[config.mk]
export PLATFORM = sky130hd
export DESIGN_NAME = alu_multicycle
export DESIGN_NICKNAME = d
export VERILOG_FILES = /design/src/rtl/alu_multicycle.sv
export SDC_FILE = /design/constraint.sdc
export NUM_CORES = 1
export LEC_CHECK = 0
export BUFFER_PORTS_ARGS = -buffer_cell sky130_fd_sc_hd__buf_2
export CORE_AREA = 2 2 204 206
export DETAILED_ROUTE_END_ITERATION = 16
export DIE_AREA = 0 0 206 208
export MAX_ROUTING_LAYER = met4
export PLACE_DENSITY = 0.69
export SLEW_MARGIN = 25
export SYNTH_ARGS = -nofsm -noshare
export SYNTH_HDL_FRONTEND = slang
export SYNTH_SLANG_ARGS = --single-unit
[constraint.sdc]
create_clock -name clk_i -period 9.05 [get_ports clk_i]
set_clock_uncertainty 0.15 [all_clocks]
set_input_delay 0 -clock clk_i [delete_from_list [all_inputs] [get_ports clk_i]]
set_output_delay 0 -clock clk_i [all_outputs]
set_load 0.01 [all_outputs]
[src/rtl/alu_multicycle.sv]
// -----------------------------------------------------------------------------
// alu_multicycle
//   Execute-stage ALU with valid/ready handshakes on both sides. Logic, add/sub
//   and shift ops complete on the edge after acceptance. MUL (low WIDTH bits),
//   DIVU and REMU run iteratively, one bit per cycle. The result appears
//   exactly WIDTH+1 edges after acceptance.
//
// Ports
//   clk_i      clock, rising edge
//   rst_i      asynchronous active-low reset
//   flush_i    synchronous abort of the op in flight or of the held result
//   valid_i    request valid
//   ready_o    request accepted on this edge when valid_i is also high
//   data1_i    operand A
//   data2_i    operand B (shifts use only the low SHW bits)
//   ALUCtrl_i  opcode, captured on acceptance
//   valid_o    result valid, held until ready_i or flush_i
//   ready_i    consumer takes the result
//   data_o     result, stable while valid_o is high
//   Zero_o     1 iff the captured operands were equal
// -----------------------------------------------------------------------------
module alu_multicycle #(
  parameter int WIDTH  = 32,
  parameter int CTRL_W = 4
) (
  input  logic              clk_i,
  input  logic              rst_i,
  input  logic              flush_i,
  input  logic              valid_i,
  output logic              ready_o,
  input  logic [WIDTH-1:0]  data1_i,
  input  logic [WIDTH-1:0]  data2_i,
  input  logic [CTRL_W-1:0] ALUCtrl_i,
  output logic              valid_o,
  input  logic              ready_i,
  output logic [WIDTH-1:0]  data_o,
  output logic              Zero_o
);

  localparam int SHW   = $clog2(WIDTH);
  localparam int CNT_W = $clog2(WIDTH + 1);

  localparam logic [CTRL_W-1:0] OP_SUB  = CTRL_W'(1);
  localparam logic [CTRL_W-1:0] OP_MUL  = CTRL_W'(2);
  localparam logic [CTRL_W-1:0] OP_AND  = CTRL_W'(3);
  localparam logic [CTRL_W-1:0] OP_OR   = CTRL_W'(4);
  localparam logic [CTRL_W-1:0] OP_XOR  = CTRL_W'(5);
  localparam logic [CTRL_W-1:0] OP_SLL  = CTRL_W'(6);
  localparam logic [CTRL_W-1:0] OP_SRL  = CTRL_W'(7);
  localparam logic [CTRL_W-1:0] OP_SRA  = CTRL_W'(8);
  localparam logic [CTRL_W-1:0] OP_DIVU = CTRL_W'(9);
  localparam logic [CTRL_W-1:0] OP_REMU = CTRL_W'(10);

  typedef enum logic [1:0] {
    S_IDLE,
    S_BUSY,
    S_DONE
  } state_t;

  state_t              state_q, state_d;
  logic [CTRL_W-1:0]   op_q,    op_d;
  // MUL: opb = shifting multiplicand, quo = shifting multiplier, acc = product.
  // DIV: opb = divisor, quo = dividend shifting into quotient, acc = remainder.
  logic [WIDTH-1:0]    opb_q,   opb_d;
  logic [WIDTH-1:0]    quo_q,   quo_d;
  logic [WIDTH-1:0]    acc_q,   acc_d;
  logic [CNT_W-1:0]    cnt_q,   cnt_d;
  logic [WIDTH-1:0]    res_q,   res_d;
  logic                zero_q,  zero_d;

  logic                accept;
  logic                is_iter;
  logic [WIDTH:0]      rem_sh;
  logic [WIDTH:0]      diff;

  // Single-cycle datapath; unlisted opcodes fall through to ADD.
  function automatic logic [WIDTH-1:0] simple_op(
    input logic [CTRL_W-1:0] op,
    input logic [WIDTH-1:0]  a,
    input logic [WIDTH-1:0]  b
  );
    logic [SHW-1:0]          sh;
    logic signed [WIDTH-1:0] sa;
    sh = b[SHW-1:0];
    sa = a;
    case (op)
      OP_SUB:  simple_op = a - b;
      OP_AND:  simple_op = a & b;
      OP_OR:   simple_op = a | b;
      OP_XOR:  simple_op = a ^ b;
      OP_SLL:  simple_op = a << sh;
      OP_SRL:  simple_op = a >> sh;
      OP_SRA:  simple_op = sa >>> sh;
      default: simple_op = a + b;
    endcase
  endfunction

  always_comb begin
    state_d = state_q;
    op_d    = op_q;
    opb_d   = opb_q;
    quo_d   = quo_q;
    acc_d   = acc_q;
    cnt_d   = cnt_q;
    res_d   = res_q;
    zero_d  = zero_q;

    ready_o = !flush_i && ((state_q == S_IDLE) || ((state_q == S_DONE) && ready_i));
    accept  = valid_i && ready_o;
    is_iter = (ALUCtrl_i == OP_MUL) || (ALUCtrl_i == OP_DIVU) || (ALUCtrl_i == OP_REMU);

    // Restoring-division step: shift the next dividend bit into the partial
    // remainder and subtract the divisor; a zero divisor never borrows, which
    // yields an all-ones quotient and leaves the dividend as the remainder.
    rem_sh  = {acc_q, quo_q[WIDTH-1]};
    diff    = rem_sh - {1'b0, opb_q};

    case (state_q)
      S_BUSY: begin
        if (cnt_q == '0) begin
          state_d = S_DONE;
          res_d   = (op_q == OP_DIVU) ? quo_q : acc_q;
        end else begin
          cnt_d = cnt_q - CNT_W'(1);
          if (op_q == OP_MUL) begin
            if (quo_q[0]) acc_d = acc_q + opb_q;
            opb_d = opb_q << 1;
            quo_d = quo_q >> 1;
          end else if (!diff[WIDTH]) begin
            acc_d = diff[WIDTH-1:0];
            quo_d = {quo_q[WIDTH-2:0], 1'b1};
          end else begin
            acc_d = rem_sh[WIDTH-1:0];
            quo_d = {quo_q[WIDTH-2:0], 1'b0};
          end
        end
      end
      S_DONE: begin
        if (ready_i) state_d = S_IDLE;
      end
      default: ;
    endcase

    // A new accept overrides the DONE->IDLE consume so back-to-back ops
    // need no bubble cycle.
    if (accept) begin
      zero_d = (data1_i == data2_i);
      if (is_iter) begin
        state_d = S_BUSY;
        op_d    = ALUCtrl_i;
        cnt_d   = CNT_W'(WIDTH);
        acc_d   = '0;
        if (ALUCtrl_i == OP_MUL) begin
          opb_d = data1_i;
          quo_d = data2_i;
        end else begin
          opb_d = data2_i;
          quo_d = data1_i;
        end
      end else begin
        state_d = S_DONE;
        res_d   = simple_op(ALUCtrl_i, data1_i, data2_i);
      end
    end

    if (flush_i) state_d = S_IDLE;
  end

  always_ff @(posedge clk_i or negedge rst_i) begin
    if (!rst_i) begin
      state_q <= S_IDLE;
      op_q    <= '0;
      opb_q   <= '0;
      quo_q   <= '0;
      acc_q   <= '0;
      cnt_q   <= '0;
      res_q   <= '0;
      zero_q  <= 1'b0;
    end else begin
      state_q <= state_d;
      op_q    <= op_d;
      opb_q   <= opb_d;
      quo_q   <= quo_d;
      acc_q   <= acc_d;
      cnt_q   <= cnt_d;
      res_q   <= res_d;
      zero_q  <= zero_d;
    end
  end

  assign valid_o = (state_q == S_DONE);
  assign data_o  = res_q;
  assign Zero_o  = zero_q;

endmodule

==> out/qor.csv <==
metric,value,unit
core area,40600,sq um
largest net degree at the start of global routing,73,
Pint,2.83,mW
CP Data Arrival Time,4.38,ns
final setup TNS,0,ns
RSZ-0062 raised after global routing,no,
CTS tree,done,
Switch Pwr,2.94,mW
worst skew pair latency,0.45,ns
Netlist cell types,101,
setup violators final,0,
crit start category,flip-flop,
Antenna Nets Post-Route,0,
"Hold Violations, Final",0,
Sequential Power Share,22.0,%
register area share after synthesis,17.6,%
Worst Path Buf+Inv,2,
final-report max-slew violation count,0,
"FF+latch count, synth",141,
Post-Route WL,89900,microns
HP Class,in -> async,
DPL Wire Length,68200,microns
clock-pin slew on the worst setup and hold paths,0.06,ns
worst rel slew slack,24.0,%
layout filler cell count,3951,
total gr overflow,0,
power share of the clock group,13.1,%
DRC Markers,0,
DIE AREA,42800,sq um
Starting Density,49.4,%
ranking of synthesized cells by area,"dfrtp_1 (18%), ha_1 (10%), mux4_2 (6.4%), nand2_1 (5.6%), mux2i_1 (5.4%)",
Initial DRT Pass Iterations,8,
Post-synth EDFFs,0,
DRT iter0 DRCs,2870,
f_max,239,MHz
outcome,finished clean,
worst setup path category,reg -> reg,
num ports,108,
CP Cell Sequence,inv_1 > ha_1 > fa_1 > nor2b_1 > o31a_1 > o2111ai_1 > a2111oi_2 > o21ai_1 > a21oi_4 > nor2_2 > buf_4 > mux2i_1 > a221oi_1,
Placer Congestion,1.12,
leakage power,9.26,nW
vias per cell,6.87,
Tcrit/Tclk final,46.3,%
CTS HTree Levels,4,
root buffer cell,clkbuf_16,
family with the most delay on the worst path,compound AO/OA/AOI/OAI gates,
initial antenna violation count,1,
CP required,9.24,ns
fraction of layout cells with a size suffix above 1,10.7,%
synthesized area per cell,7.54,sq um
top-area cell type share of the netlist area,17.6,%
dominant synthesized flop cell,dfrtp_1,
r2r setup slk,4.86,ns
critical path's largest stage delay,0.53,ns
Comb pwr share,64.9,%
post-route cell area,22000,sq um
routed wire length per instance,27.9,microns
yosys warns,0,
Vias,22100,
Post-synth ARST share,100,%
largest vdd supply drop,0.000152,V
first-pass GRT wire length,133000,microns
Worst path slowest cell,a2111oi_2,
Placed Instance Area,20700,sq um
CTS Buffer Depth,2,
Synth-to-Final Area Change,9.73,%
Sw Share,50.9,%
Port Buffer Count,107,
Post-CTS Setup Repair Bufs,0,
CTS Sinks,141,
PwrDens,263,nW/um^2
layout net count,2912,
vias in the first global route,21000,
GR Util All Layers,42.5,%
Num CTS Buffers,17,
actual slew at the worst max-slew pin,1.14,ns
max cap viols,0,
Cells after Synth,2654,
Post-Syn Area,20000,sq um
Crit. End Element,flip-flop,
Rows,74,
Yosys top cell by area,dfrtp_1,
crit path time final,4.19,ns
Die Wd,206,microns
CP max FO,29,
die height,208,microns
syn_nets,2891,
[kinds of logic after synthesis]
logic type      Yosys count  share of synthesized area [%]
fa+ha+maj               164                           10.4
simple gates            860                           19.5
buf+inv                 358                           7.20
xor+xnor                 71                           3.11
compound gates          884                           29.6
flops                   141                           17.6
mux                     176                           12.7
[cells in the final DEF, fill, tap and decap left out, drive strengths merged, types with 65 or more instances in the layout]
cell type	count
a211oi	69
ha	160
buf	145
dlygate4sd3	65
dfrtp	141
nand2	302
inv	152
a21oi	209
nor2	288
mux2i	108
a31oi	69
o21ai	200
[stage by stage]
stage          hold slack (ns)  total power, mW  std cells  utilization (%)  worst slack (ns)
3_3_place_gp           -0.0782             4.81       3123             51.0              4.58
4_1_cts                0.00240             5.67       3220             54.2              4.89
6_report               0.00246             5.77       3222             54.2              4.86
5_1_grt                 0.0341             6.16       3221             54.2              4.72
3_5_place_dp           -0.0756             4.87       3123             51.0              4.54
2_1_floorplan           -0.446             3.87       2654                -              5.44
[sequential cells by signal (all words and copies together), names as in the netlist]
name,flops
state_q,2
Zero_o,1
opb_q,32
quo_q,32
cnt_q,6
data_o,32
acc_q,32
op_q,4
[routing by layer]
| layer | GRT usage, % | routed length [microns] | vias up |
|---|---|---|---|
| li1 | - | - | 9852 |
| met4 | 18.0 | 4250 | 0 |
| met1 | 56.3 | 36800 | 10700 |
| met3 | 10.1 | 10100 | 217 |
| met5 | - | 0 | - |
| met2 | 61.8 | 38800 | 1354 |
[power groups by stage]
stage	logic [mW]	registers, mW	clock network [mW]
5_1_grt	4.08	1.30	0.782
3_5_place_dp	3.61	1.26	0
4_1_cts	3.66	1.25	0.756
2_1_floorplan	2.75	1.12	0
3_3_place_gp	3.56	1.25	0
6_report	3.75	1.27	0.756
[path summary, 6_finish.rpt]
path	start	cells after the start	endpoint
worst max-delay path	quo_q[31]	13	acc_q[30]
max in group asynchronous	rst_i	3	data_o[26]
min in group clk_i	data1_i[9]	3	opb_q[9]
worst min register to register	data_o[3]	2	data_o[3]
worst max register to register	quo_q[31]	13	acc_q[30]
worst min-delay path	rst_i	2	acc_q[2]
[final cells by class]
class	instances	area [sq um]	share of cell area, %
repair buffers	210	1480	6.75
inverters	150	563	2.56
well taps	532	666	3.03
flip-flops and latches	141	3530	16.1
clock inverters	12	161	0.735
multi-input cells	2155	15100	68.8
diodes	2	5.00	0.0228
clock buffers	20	447	2.03
[Yosys cell counts (all sizes together), types with 7 or more instances]
master	number
nand2	302
nor2	288
a21oi	209
o21ai	200
ha	160
clkbuf	151
inv	149
dfrtp	141
mux2i	108
a211oi	69
a31oi	69
mux4	60
buf	57
nor3	53
nand3	46
xnor2	46
a21o	35
a311o	33
o211ai	32
o221ai	32
a221oi	31
nand2b	27
o21a	25
or3	25
xor2	25
nor2b	24
o31ai	23
nand4	15
nor4	15
o21bai	13
and3	12
a221o	11
o2111ai	11
or2	11
and2	10
o22ai	10
a211o	8
mux2	8
a2111oi	7
a21boi	7
o311ai	7
o31a	7
[repair_timing]
action                    4_1_cts  5_1_grt
hold endpoints to repair      124        0
hold buffers                   65        0
resized for setup               0        0
[worst reg2reg max path: cells and delay by family (launching register included)]
kind                     cells  cell delay (ns)
multiplexers                 1             0.19
flip-flops                   1             0.45
AO/OA/AOI/OAI                6             1.96
AND/OR/NAND/NOR              2             0.28
adder cells (fa/ha/maj)      2             0.63
buffers and inverters        2             0.41
Power figures use the tool's default switching activity.
